## src/rtl/uart_word_loader_if.sv

```systemverilog
// ============================================================================
// uart_word_loader_if : UART-side and host-side signals of the word loader
// Rev 1.0
// ============================================================================
`default_nettype none

interface uart_word_loader_if;
  logic        received;
  logic [7:0]  rx_byte;
  logic        recv_error;
  logic        is_transmitting;
  logic        transmit;
  logic [7:0]  tx_byte;
  logic [15:0] dout;
  logic        dout_valid;
  logic        frame_error;
  logic        busy;

  modport master (
    input  received, rx_byte, recv_error, is_transmitting,
    output transmit, tx_byte, dout, dout_valid, frame_error, busy
  );

  modport slave (
    output received, rx_byte, recv_error, is_transmitting,
    input  transmit, tx_byte, dout, dout_valid, frame_error, busy
  );
endinterface

`default_nettype wire

```

## src/rtl/uart_word_loader.sv

```systemverilog
// ============================================================================
// uart_word_loader : sync-byte framed 16-bit word loader with ACK/NAK reply
// Optional inter-byte timeout: define UART_LOADER_TIMEOUT_EN.  Rev 1.0
// ============================================================================
`default_nettype none

module uart_word_loader #(
  parameter logic [7:0] SYNC_BYTE      = 8'h80,
  parameter logic [7:0] ACK_BYTE       = 8'h06,
  parameter logic [7:0] NAK_BYTE       = 8'h15,
  parameter int         TIMEOUT_CYCLES = 100000
) (
  input  logic               clk,
  input  logic               rst_n,
  uart_word_loader_if.master bus
);

  localparam logic [2:0] c_IDLE       = 3'd0;
  localparam logic [2:0] c_LOAD_H     = 3'd1;
  localparam logic [2:0] c_LOAD_L     = 3'd2;
  localparam logic [2:0] c_SEND       = 3'd3;
  localparam logic [2:0] c_WAIT_START = 3'd4;
  localparam logic [2:0] c_WAIT_DONE  = 3'd5;

  logic [2:0]  state_q, state_d;
  logic [7:0]  hold_h_q, hold_h_d;
  logic [15:0] dout_q, dout_d;
  logic [7:0]  tx_byte_q, tx_byte_d;
  logic        dout_valid_q, dout_valid_d;
  logic        frame_error_q, frame_error_d;
  logic        transmit_q, transmit_d;

  logic w_in_frame;
  logic w_timeout;
  logic w_abort;

  assign w_in_frame = (state_q == c_LOAD_H) || (state_q == c_LOAD_L);

`ifdef UART_LOADER_TIMEOUT_EN
  localparam int              c_TO_W    = (TIMEOUT_CYCLES > 2) ? $clog2(TIMEOUT_CYCLES) : 1;
  localparam logic [c_TO_W-1:0] c_TO_LAST = c_TO_W'(TIMEOUT_CYCLES - 1);
  localparam logic [c_TO_W-1:0] c_TO_ONE  = c_TO_W'(1);

  logic [c_TO_W-1:0] to_cnt_q, to_cnt_d;

  // Zero outside a frame covers the clear on entry to LOAD_H.
  always_comb begin
    to_cnt_d = '0;
    if (w_in_frame && !bus.received) begin
      to_cnt_d = to_cnt_q + c_TO_ONE;
    end
  end

  always_ff @(posedge clk or negedge rst_n) begin
    if (!rst_n) begin
      to_cnt_q <= '0;
    end else begin
      to_cnt_q <= to_cnt_d;
    end
  end

  assign w_timeout = w_in_frame && (to_cnt_q == c_TO_LAST);
`else
  logic w_unused_timeout;
  assign w_unused_timeout = (TIMEOUT_CYCLES > 1);
  assign w_timeout        = 1'b0;
`endif

  // A byte landing on the timeout cycle still counts as in time.
  assign w_abort = w_in_frame && (bus.recv_error || (w_timeout && !bus.received));

  always_ff @(posedge clk or negedge rst_n) begin
    if (!rst_n) begin
      state_q <= c_IDLE;
    end else begin
      state_q <= state_d;
    end
  end

  always_comb begin
    state_d = state_q;
    case (state_q)
      c_IDLE: begin
        if (bus.received && (bus.rx_byte == SYNC_BYTE)) state_d = c_LOAD_H;
      end
      c_LOAD_H: begin
        if (w_abort)           state_d = c_SEND;
        else if (bus.received) state_d = c_LOAD_L;
      end
      c_LOAD_L: begin
        if (w_abort || bus.received) state_d = c_SEND;
      end
      c_SEND: begin
        if (!bus.is_transmitting) state_d = c_WAIT_START;
      end
      c_WAIT_START: begin
        if (bus.is_transmitting) state_d = c_WAIT_DONE;
      end
      c_WAIT_DONE: begin
        if (!bus.is_transmitting) state_d = c_IDLE;
      end
      default: state_d = c_IDLE;
    endcase
  end

  always_comb begin
    hold_h_d      = hold_h_q;
    dout_d        = dout_q;
    tx_byte_d     = tx_byte_q;
    dout_valid_d  = 1'b0;
    frame_error_d = 1'b0;
    transmit_d    = 1'b0;
    case (state_q)
      c_LOAD_H, c_LOAD_L: begin
        if (w_abort) begin
          frame_error_d = 1'b1;
          tx_byte_d     = NAK_BYTE;
        end else if (bus.received) begin
          if (state_q == c_LOAD_H) begin
            hold_h_d = bus.rx_byte;
          end else begin
            dout_d       = {hold_h_q, bus.rx_byte};
            dout_valid_d = 1'b1;
            tx_byte_d    = ACK_BYTE;
          end
        end
      end
      c_SEND: begin
        transmit_d = !bus.is_transmitting;
      end
      default: ;
    endcase
  end

  always_ff @(posedge clk or negedge rst_n) begin
    if (!rst_n) begin
      hold_h_q      <= 8'h00;
      dout_q        <= 16'h0000;
      tx_byte_q     <= 8'h00;
      dout_valid_q  <= 1'b0;
      frame_error_q <= 1'b0;
      transmit_q    <= 1'b0;
    end else begin
      hold_h_q      <= hold_h_d;
      dout_q        <= dout_d;
      tx_byte_q     <= tx_byte_d;
      dout_valid_q  <= dout_valid_d;
      frame_error_q <= frame_error_d;
      transmit_q    <= transmit_d;
    end
  end

  assign bus.transmit    = transmit_q;
  assign bus.tx_byte     = tx_byte_q;
  assign bus.dout        = dout_q;
  assign bus.dout_valid  = dout_valid_q;
  assign bus.frame_error = frame_error_q;
  assign bus.busy        = (state_q != c_IDLE);

endmodule

`default_nettype wire

```

## src/flat_wrapper.sv

```systemverilog
// flat-port wrapper written by rule: the top's interface ports become plain ports
module uart_word_loader_flat 
#(
  parameter logic [7:0] SYNC_BYTE      = 8'h80,
  parameter logic [7:0] ACK_BYTE       = 8'h06,
  parameter logic [7:0] NAK_BYTE       = 8'h15,
  parameter int         TIMEOUT_CYCLES = 100000
)
  (clk, rst_n, bus_received, bus_rx_byte, bus_recv_error, bus_is_transmitting, bus_transmit, bus_tx_byte, bus_dout, bus_dout_valid, bus_frame_error, bus_busy);
  uart_word_loader_if bus_i ();
  input  logic clk;
  input  logic rst_n;
  input wire logic [$bits(bus_i.received)-1:0] bus_received;
  input wire logic [$bits(bus_i.rx_byte)-1:0] bus_rx_byte;
  input wire logic [$bits(bus_i.recv_error)-1:0] bus_recv_error;
  input wire logic [$bits(bus_i.is_transmitting)-1:0] bus_is_transmitting;
  output wire logic [$bits(bus_i.transmit)-1:0] bus_transmit;
  output wire logic [$bits(bus_i.tx_byte)-1:0] bus_tx_byte;
  output wire logic [$bits(bus_i.dout)-1:0] bus_dout;
  output wire logic [$bits(bus_i.dout_valid)-1:0] bus_dout_valid;
  output wire logic [$bits(bus_i.frame_error)-1:0] bus_frame_error;
  output wire logic [$bits(bus_i.busy)-1:0] bus_busy;
  assign bus_i.received = bus_received;
  assign bus_i.rx_byte = bus_rx_byte;
  assign bus_i.recv_error = bus_recv_error;
  assign bus_i.is_transmitting = bus_is_transmitting;
  assign bus_transmit = bus_i.transmit;
  assign bus_tx_byte = bus_i.tx_byte;
  assign bus_dout = bus_i.dout;
  assign bus_dout_valid = bus_i.dout_valid;
  assign bus_frame_error = bus_i.frame_error;
  assign bus_busy = bus_i.busy;
  uart_word_loader #(.SYNC_BYTE(SYNC_BYTE), .ACK_BYTE(ACK_BYTE), .NAK_BYTE(NAK_BYTE), .TIMEOUT_CYCLES(TIMEOUT_CYCLES)) u_core (.clk(clk), .rst_n(rst_n), .bus(bus_i));
endmodule
```

## config.mk

```make
export PLATFORM = sky130hd
export DESIGN_NAME = uart_word_loader_flat
export DESIGN_NICKNAME = d
export VERILOG_FILES = /design/src/rtl/uart_word_loader_if.sv /design/src/rtl/uart_word_loader.sv /design/src/flat_wrapper.sv
export SDC_FILE = /design/constraint.sdc
export NUM_CORES = 1
export LEC_CHECK = 0
export BUFFER_PORTS_ARGS = -buffer_cell sky130_fd_sc_hd__buf_4
export CORE_MARGIN = 2
export CORE_UTILIZATION = 49
export CTS_CLUSTER_SIZE = 16
export DETAILED_ROUTE_END_ITERATION = 6
export PLACE_DENSITY = 0.76
export SKIP_CTS_REPAIR_TIMING = 1
export SLEW_MARGIN = 20
export SYNTH_ARGS = -nofsm -noshare
export SYNTH_HDL_FRONTEND = slang
export SYNTH_SLANG_ARGS = --single-unit
export TNS_END_PERCENT = 100
```

## constraint.sdc

```tcl
create_clock -name clk -period 5.1 [get_ports clk]
set_input_delay 0 -clock clk [delete_from_list [all_inputs] [get_ports clk]]
set_output_delay 0 -clock clk [all_outputs]
set_load 0.01 [all_outputs]
```

==> qor.csv, run 1 <==
stage,metric,value,unit
run_status,status,"finished, final reports clean",
setup_path,cpPeakStageDelay,690,ps
placed_design,place_congestion,0.845,
pwr,vdd_drop_max,0.471,mV
drt,post_drt_wl_per_cell,13.5,µm
logic_synthesis,syn_inst,112,
pwr,p_leak,0.924,nW
logic_synthesis,ys_ff_latch,33,
setup_path,slowest_stage,or4_4,
finish,final_cells,190,
logic_synthesis,synthDistinctLibCells,28,
die,die_h,58.4,µm
logic_synthesis,synth.area.top_cells,"dfrtp_1 57%, mux2_2 12%, mux2_4 9.3%",
worst_hold_path,holdCritPathClass,in2reg,
drt,vias_per_cell,5.10,
clocking,cts_max_path_buffers,2,
setup_path,worstPathRequired,5310,ps
setup_path,worstReg2RegStart,u_core.state_q[1],
logic_synthesis,synth_edf_count,0,
global_routing,grt_pass1_wl,4.09,mm
logic_synthesis,synth_top_area_share,0.569,
logic_synthesis,synth_top_family_by_area,multiplexers,
pwr,combPwrFrac,0.384,
clocking,clk_latency,320,ps
worst_hold_path,hp-start,bus_received,
timing,final-hold-violation-count,0,
drt,drc,0,
timing,period_share,0.357,
logic_synthesis,synth_xor_area_frac,0.00604,
finish,syn_to_final_growth,29.9,%
setup_path,cp.buffers_inverters,1,
drt,ant_nets,0,
timing,rsz0062_at_grt,no,
global_routing,grt.overflow.total,0,
global_routing,grt_usage,0.167,
logic_synthesis,synth_simple_gate_area_frac,0.0992,
setup_path,crit_path_end_kind,flop,
drt,dr.first_iter.drc_count,23,
logic_synthesis,synth_compound_gate_area_share,0.0561,
run,cap_violations,0,
die,start_util,0.521,
logic_synthesis,yosysWarnings,0,
logic_synthesis,yosys.area.top_type,dfrtp_1,
setup_path,worstPathCellList,inv_2 > or4_4 > mux2_4,
die,num_rows,19,
timing,setup_viol,0,
die,ioPinCount,41,
pwr,internal_power,0.756,mW
clocking,clkTransAtPathRegs,90,ps
global_routing,first_global_vias,896,
timing,skew,8.90,ps
setup_path,cp_top_family,simple AND/OR/NAND/NOR gates,
placed_design,hpwlAfterDp,1.76,mm
setup_path,cp-start-kind,flop,
logic_synthesis,syn_avg_cell_area,12.9,µm²
finish,seq_area,826,µm²
finish,n_antenna_cell,0,
global_routing,grt_max_degree,34,
finish,nets,171,
drt,drt-total-wl,2.56,mm
clocking,cts.sinks,33,
clocking,cts_tree,done,
placed_design,port_buffers,36,
setup_path,path_max_fanout,17,
setup_path,crit_type,reg2reg,
timing,report.final.slew_viol_count,0,
pwr,seq_power_share,0.436,
drt,drtPass1Iterations,3,
setup_path,crit_start,u_core.state_q[1],
logic_synthesis,synth_flop_cell,dfrtp_1,
logic_synthesis,synth_mux_area_frac,0.210,
timing,finalSetupTns,0,ps
finish,n_fill_cell,199,
timing,finalCriticalPeriod,1820,ps
pwr,power.density,580,nW/µm²
logic_synthesis,netlist_area,1450,µm²
logic_synthesis,synthAdderAreaFrac,0,
placed_design,place_worst_setup_slack,3290,ps
global_routing,antenna_found_initial,0,
die,fp.dieW,58.4,µm
pwr,switchingPower,0.338,mW
clocking,numCtsBuffers,5,
finish,drive_gt1_frac,0.434,
die,core_area,2780,µm²
setup_path,arrival,2030,ps
timing,setup_slack,3280,ps
pwr,pwr-share-clk,0.180,
clocking,cts_root_buf,clkbuf_4,
finish,multi_input_area,553,µm²
drt,via_count,969,
logic_synthesis,ys_async_sr_fraction,1.00,
placed_design,place_inst,172,
pwr,sw_frac_of_total,0.309,
die,die_area,3410,µm²
timing,fmax,549,MHz
logic_synthesis,synth-seq-area-share,0.569,
clocking,htree_levels,2,
## cells in the mapped netlist, types with 2 or more instances
cell      number
dfrtp_1       33
mux2_2        15
mux2_4         9
nor2_1         9
a21oi_1        5
buf_4          5
o21ai_0        5
nand2b_1       4
clkbuf_1       3
buf_6          2
inv_1          2
nand2_1        2
nand3_1        2
nor2b_1        2
## kinds of logic after synthesis
group,after synthesis
DFF,33
and+or+nand+nor,26
muxes,24
AOI/OAI and AO/OA,14
buffers and inverters,13
xor gates and xnor gates,1
other,1
## layout make-up
| type | instances | share of cell area |
|---|---|---|
| timing repair buffer | 46 | 0.197 |
| clock buffer | 7 | 0.0292 |
| multi-input combinational | 69 | 0.293 |
| inverter | 3 | 0.00598 |
| clock inverter | 1 | 0.0159 |
| sequential | 33 | 0.438 |
| tap | 31 | 0.0206 |
## path summary, 6_finish.rpt
path | end | slack (ps) | cells after the start
min | u_core.state_q[1] | 30 | 3
max reg2reg | u_core.bus.dout[12] | 3280 | 3
max in group asynchronous | u_core.bus.tx_byte[0] | 4650 | 2
min in group asynchronous | u_core.bus.tx_byte[1] | 160 | 2
max | u_core.bus.dout[12] | 3280 | 3
min reg2reg | u_core.bus.tx_byte[2] | 490 | 1
## power by group through the flow
stage          registers, mW  logic, mW  clock network, mW
3_3_place_gp           0.474      0.409                  0
4_1_cts                0.477      0.420              0.204
6_report               0.477      0.420              0.196
5_1_grt                0.495      0.462              0.216
2_1_floorplan          0.477      0.251                  0
3_5_place_dp           0.481      0.419                  0
## registers in the layout, summed over array words and instances, names as in the netlist
name / count
u_core.bus.dout: 16
u_core.bus.frame_error: 1
u_core.bus.transmit: 1
u_core.hold_h_q: 8
u_core.state_q: 3
u_core.bus.tx_byte: 3
u_core.bus.dout_valid: 1
## worst min-delay path: cells and delay by family
kind,cells,cell delay (ps)
compound gates,2,200
buf+inv,1,100
## stage by stage
step	area (µm²)	util	hold WS, ps	total power, mW
finish	1880	0.677	30.8	1.09
floorplan	1460	-	-296	0.728
detailed placement	1700	0.611	-38.5	0.900
global placement	1700	0.611	-41.9	0.884
CTS	1780	0.641	-399	1.10
global route	1880	0.677	27.2	1.17
## routing by layer
metal | global-route usage | part of all wire | wire, µm | up-vias
met5 | 0 | 0 | 0 | -
met4 | 0.0598 | 0.0082 | 21 | 0
met3 | 0.0747 | 0.056 | 143 | 2
met2 | 0.255 | 0.50 | 1280 | 29
met1 | 0.210 | 0.44 | 1120 | 464
li1 | - | - | - | 474
## cells in the final DEF (no fill, tap or decap), types with 2 or more instances in the layout
master / count
buf_4: 36
nand2b_1: 4
o21ai_0: 5
conb_1: 4
mux2_4: 9
clkbuf_4: 5
dfrtp_1: 33
a21oi_1: 5
dlygate4sd3_1: 10
nand2_1: 2
nor2b_1: 2
inv_1: 2
nor2_1: 9
mux2_2: 15
nand3_1: 2
Note: power is estimated with default switching activity, not from simulation.
==> run 2, diff against run 1 <==
--- a/config.mk
+++ b/config.mk
@@ -7,10 +7,10 @@
 export LEC_CHECK = 0
 export BUFFER_PORTS_ARGS = -buffer_cell sky130_fd_sc_hd__buf_4
 export CORE_MARGIN = 2
-export CORE_UTILIZATION = 49
+export CORE_UTILIZATION = 46
 export CTS_CLUSTER_SIZE = 16
 export DETAILED_ROUTE_END_ITERATION = 6
-export PLACE_DENSITY = 0.76
+export PLACE_DENSITY = 0.75
 export SKIP_CTS_REPAIR_TIMING = 1
 export SLEW_MARGIN = 20
 export SYNTH_ARGS = -nofsm -noshare
==> constraint.sdc (replaced) <==
create_clock -name clk -period 1.5 [get_ports clk]
set_input_delay 0 -clock clk [delete_from_list [all_inputs] [get_ports clk]]
set_output_delay 0 -clock clk [all_outputs]
set_load 0.01 [all_outputs]
==> run 2 against run 1 <==
Net effect:
- the flow now finishes with violations (setup timing)
- sequential share of layout area fell by 1.5 points
- via count rose by 5.1%
- total power rose to 3.6 times the previous value
- sequential power rose to 3.2 times the previous value
- register-to-register slack got worse by 3300 ps
- cell count rose by 9.5%
- routed wire length rose by 13%
- maximum frequency rose by 18%
- critical path type unchanged
- largest cell class unchanged
- highest routed layer unchanged
==> qor.csv, run 2 (synthesis results as in run 1) <==
stage,metric,value,unit,change
run_status,status,"finished, violations left",,
run_status,violations,setup timing,,
setup_path,crit_type,reg2reg,,
setup_path,worstReg2RegStart,u_core.state_q[0],,
pwr,vdd_drop_max,1.01,mV,+120%
clocking,numCtsBuffers,5,,unchanged
global_routing,grt.overflow.total,0,,unchanged
timing,skew,18.6,ps,+9.69 ps
timing,fmax,648,MHz,+18%
timing,final-hold-violation-count,0,,unchanged
placed_design,place_area,1750,µm²,+2.7%
die,die_area,3620,µm²,+6.1%
setup_path,crit_start,u_core.state_q[0],,
global_routing,grt_usage,0.170,,+0.00317
clocking,cts.sinks,33,,unchanged
placed_design,place_inst,189,,+9.9%
drt,via_count,1018,,+5.1%
drt,post_drt_wl_per_cell,13.9,µm,+3.6%
drt,drtPass1Iterations,4,,+1
timing,rsz0062_at_grt,yes,,
placed_design,place_congestion,0.831,,-1.7%
worst_hold_path,hp-start,bus_is_transmitting,,
global_routing,first_global_vias,933,,+4.1%
die,num_rows,20,,+1
clocking,clk_latency,340,ps,+20 ps
timing,setup_slack,-42.2,ps,-3320 ps
finish,layout_common_cells,"40 x buf_4, 33 x dfrtp_1, 15 x mux2_2",,
clocking,clkTransAtPathRegs,100,ps,about the same
setup_path,crit_path_end_kind,flop,,
finish,drive_gt1_frac,0.470,,+0.0355
pwr,power.density,1990,nW/µm²,+240%
setup_path,r2r_setup_slack,-40,ps,-3320 ps
drt,drc,0,,unchanged
setup_path,arrival,1760,ps,-270 ps
finish,final_cells,208,,+9.5%
die,fp.dieW,60.1,µm,+3.0%
worst_hold_path,holdCritPathClass,in2reg,,
finish,utilization,0.644,,-0.0332
global_routing,antenna_found_initial,0,,unchanged
timing,period_share,1.03,,+0.671
drt,vias_per_cell,4.89,,-4.0%
die,start_util,0.479,,-0.0424
finish,largest_register_ffs,16,,unchanged
timing,setup_viol,10,,+10
placed_design,port_buffers,36,,unchanged
clocking,cts_root_buf,clkbuf_4,,
pwr,p_leak,0.946,nW,+2.5%
drt,ant_nets,0,,unchanged
global_routing,grt_max_degree,34,,unchanged
placed_design,place_worst_setup_slack,-37.5,ps,-3330 ps
finish,n_antenna_cell,0,,unchanged
clocking,cts_tree,done,,
global_routing,grt_pass1_wl,4.40,mm,+7.4%
setup_path,cp-start-kind,flop,,
timing,finalCriticalPeriod,1540,ps,-279 ps
finish,fin_area,1950,µm²,+3.5%
die,die_h,60.1,µm,+3.0%
finish,layout_commonest_cell,buf_4,,
drt,dr.first_iter.drc_count,29,,+26%
die,ioPinCount,41,,unchanged
die,core_area,3030,µm²,+8.9%
finish,nets,176,,+2.9%
run,cap_violations,0,,unchanged
finish,syn_to_final_growth,34.5,%,
timing,report.final.slew_viol_count,0,,unchanged
setup_path,worstPathRequired,1720,ps,-3590 ps
clocking,cts_max_path_buffers,2,,unchanged
placed_design,hpwlAfterDp,1.87,mm,+6.5%
drt,drt-total-wl,2.90,mm,+13%
setup_path,path_max_fanout,9,,-8
clocking,htree_levels,2,,unchanged
[run 2: cell types whose count changed in the layout (fill, tap and decap cells not counted), sizes merged]
cell | before | now
clkbuf | 7 | 6
buf | 36 | 40
or4 | 1 | 2
clkinvlp | 0 | 1
[run 2: metal layers]
metal / up-vias / track usage / routed length, µm
met5: - / 0 / 0
met4: 0 / 0.0667 / 45
met3: 6 / 0.0606 / 165
met2: 32 / 0.264 / 1390
met1: 496 / 0.216 / 1300
li1: 484 / - / -
[run 2: through the flow]
| stage | setup TNS (ps) | hold slack [ps] | power, mW |
|---|---|---|---|
| final | -242 | 4.95 | 3.89 |
| after floorplan | -996 | -296 | 2.48 |
| after CTS | -845 | -425 | 3.86 |
| after detailed placement | -396 | -37.4 | 3.15 |
| after global placement | -124 | -44.3 | 3.09 |
| after global routing | -442 | 4.41 | 4.16 |
[run 2: worst max-delay path, cell delays in order, from the launching register on]
cell and delay, ps:
dfrtp_1 430, or4_4 660, mux2_4 330
[run 2: power by group]
part	internal (mW)	switching [mW]
clock	0.396	0.312
sequential	1.29	0.233
combinational	0.957	0.698
total	2.65	1.24
[run 2: final timing paths]
path,to,depth (start not counted)
setup reg to reg,u_core.bus.dout[13],2
min in group asynchronous,u_core.bus.dout[12],2
setup / recovery,u_core.bus.dout[13],2
max in group asynchronous,u_core.bus.dout[7],2
hold / removal,u_core.bus.transmit,3
hold reg to reg,u_core.bus.tx_byte[2],1
[run 2: area by class of cell]
type / instances / area [µm²]
fillers: 246 / 1080
flip-flops and latches: 33 / 826
multi-input cells: 70 / 569
repair buffers: 50 / 400
well taps: 44 / 55.1
clock buffers: 6 / 51.3
clock inverters: 2 / 37.5
inverters: 3 / 11.3
==> run 3, diff against run 2 <==
--- a/config.mk
+++ b/config.mk
@@ -11,6 +11,7 @@
 export CTS_CLUSTER_SIZE = 16
 export DETAILED_ROUTE_END_ITERATION = 6
 export PLACE_DENSITY = 0.75
+export SETUP_SLACK_MARGIN = 0.02
 export SKIP_CTS_REPAIR_TIMING = 1
 export SLEW_MARGIN = 20
 export SYNTH_ARGS = -nofsm -noshare
==> run 3 against run 2 <==
Net effect:
- worst hold slack about the same
- critical path type unchanged
- highest routed layer unchanged
- maximum frequency rose by 1.0%
- via count grew 2.8%
- the flow still finishes with violations (setup timing)
==> qor.csv, run 3 (synthesis results as in run 1) <==
stage,metric,value,unit,change
clocking,cts_root_buf,clkbuf_4,,
finish,layout_common_cells,"40 x buf_4, 33 x dfrtp_1, 15 x mux2_2",,
pwr,p_total,4.00,mW,+2.8%
finish,utilization,0.658,,+0.0136
run_status,status,"finished, violations left",,
placed_design,port_buffers,36,,unchanged
timing,fmax,655,MHz,+1.0%
pwr,p_leak,0.969,nW,+2.4%
global_routing,grt.overflow.total,0,,unchanged
timing,period_share,1.02,,-0.0103
global_routing,grt_pass1_wl,4.40,mm,unchanged
die,die_area,3620,µm²,unchanged
finish,n_antenna_cell,0,,unchanged
clocking,htree_levels,2,,unchanged
placed_design,place_inst,189,,unchanged
setup_path,r2r_setup_slack,-30,ps,+20 ps
timing,finalSetupTns,-127,ps,+115 ps
drt,drtPass1Iterations,4,,unchanged
setup_path,crit_type,reg2reg,,
pwr,power.density,2010,nW/µm²,+0.71%
timing,final-hold-violation-count,0,,unchanged
finish,layout_commonest_cell,buf_4,,
placed_design,place_area,1750,µm²,unchanged
setup_path,crit_path_end_kind,flop,,
setup_path,path_max_fanout,5,,-4
worst_hold_path,holdPathEnd,u_core.bus.transmit,,
placed_design,place_congestion,0.831,,unchanged
timing,finalCriticalPeriod,1530,ps,-15.4 ps
die,ioPinCount,41,,unchanged
global_routing,first_global_vias,933,,unchanged
placed_design,place_worst_setup_slack,-37.5,ps,unchanged
global_routing,grt_usage,0.170,,unchanged
finish,nets,179,,+1.7%
clocking,cts.sinks,33,,unchanged
clocking,cts_max_path_buffers,2,,unchanged
clocking,numCtsBuffers,5,,unchanged
worst_hold_path,hp-start,bus_is_transmitting,,
timing,setup_viol,10,,unchanged
drt,post_drt_wl_per_cell,14.5,µm,+3.9%
timing,report.final.slew_viol_count,0,,unchanged
timing,skew,18.7,ps,+0.141 ps
setup_path,reg2reg_depth,2,,unchanged
setup_path,worstPathRequired,1720,ps,about the same
drt,ant_nets,0,,unchanged
die,core_area,3030,µm²,unchanged
clocking,cts_tree,done,,
setup_path,worstPathCellList,or4_4 > mux2_4,,
finish,final_cells,211,,+1.4%
drt,via_count,1047,,+2.8%
die,num_rows,20,,unchanged
worst_hold_path,worstHoldPathCells,3,,unchanged
finish,drive_gt1_frac,0.485,,+0.0155
finish,fin_area,1990,µm²,+2.1%
die,fp.dieW,60.1,µm,unchanged
setup_path,slowest_stage,or4_4,,
drt,drt-total-wl,3.06,mm,+5.4%
global_routing,antenna_found_initial,0,,unchanged
finish,syn_to_final_growth,37.4,%,
drt,dr.first_iter.drc_count,19,,-34%
clocking,clkTransAtPathRegs,100,ps,about the same
worst_hold_path,holdCritPathClass,in2reg,,
setup_path,worstReg2RegStart,u_core.state_q[0],,
drt,vias_per_cell,4.96,,+1.4%
setup_path,arrival,1750,ps,about the same
timing,setup_slack,-26.8,ps,+15.4 ps
setup_path,cpPeakStageDelay,630,ps,-30 ps
die,die_h,60.1,µm,unchanged
finish,largest_register_ffs,16,,unchanged
placed_design,hpwlAfterDp,1.87,mm,unchanged
run,cap_violations,0,,unchanged
drt,drc,0,,unchanged
timing,holdWs,5.01,ps,+0.0541 ps
setup_path,r2r_end,u_core.bus.dout[13],,
run_status,violations,setup timing,,
timing,rsz0062_at_grt,yes,,
die,start_util,0.479,,unchanged
global_routing,grt_max_degree,34,,unchanged
pwr,vdd_drop_max,1.02,mV,+0.76%
clocking,clk_latency,340,ps,about the same
setup_path,cp-start-kind,flop,,
run 3: cell types whose count changed in the layout (fill, tap and decap cells not counted), sizes merged:
| cell | delta |
|---|---|
| buf | +2 |
| or4 | +1 |
run 3: layer usage:
layer | global-route usage | routed length [µm] | part of all wire | up-vias
li1 | - | - | - | 491
met5 | 0 | 0 | 0 | -
met3 | 0.0606 | 193 | 0.063 | 6
met4 | 0.0667 | 45 | 0.015 | 0
met1 | 0.216 | 1330 | 0.44 | 511
met2 | 0.264 | 1480 | 0.49 | 39
run 3: worst max path at each step:
stage / slack [ps] / startpoint / to / depth (start not counted)
after floorplan: -110 / u_core.state_q[1] / u_core.bus.dout[0] / 5
after global placement: -10 / u_core.state_q[0] / u_core.bus.dout[11] / 2
after detailed placement: -40 / u_core.state_q[1] / u_core.bus.dout[13] / 3
after CTS: -70 / u_core.state_q[1] / u_core.bus.dout[13] / 3
after global routing: -40 / u_core.state_q[0] / u_core.bus.dout[13] / 2
final: -30 / u_core.state_q[0] / u_core.bus.dout[13] / 2
run 3: cell type report:
cell class | count | area, µm²
Multi-Input combinational cell | 71 | 588
Fill cell | 242 | 1040
Clock buffer | 6 | 51.3
Timing Repair Buffer | 52 | 423
Inverter | 3 | 11.3
Clock inverter | 2 | 37.5
Sequential cell | 33 | 826
Tap cell | 44 | 55.1
run 3: report_power, final:
part	total, mW	switching (mW)	internal, mW
Sequential	1.54	0.249	1.29
Combinational	1.75	0.732	1.01
Clock	0.711	0.315	0.396
run 3: critical path, delay by kind of cell, from the launching register on:
family	cells	cell delay (ps)
flops	1	460
mux	1	320
simple gates	1	630
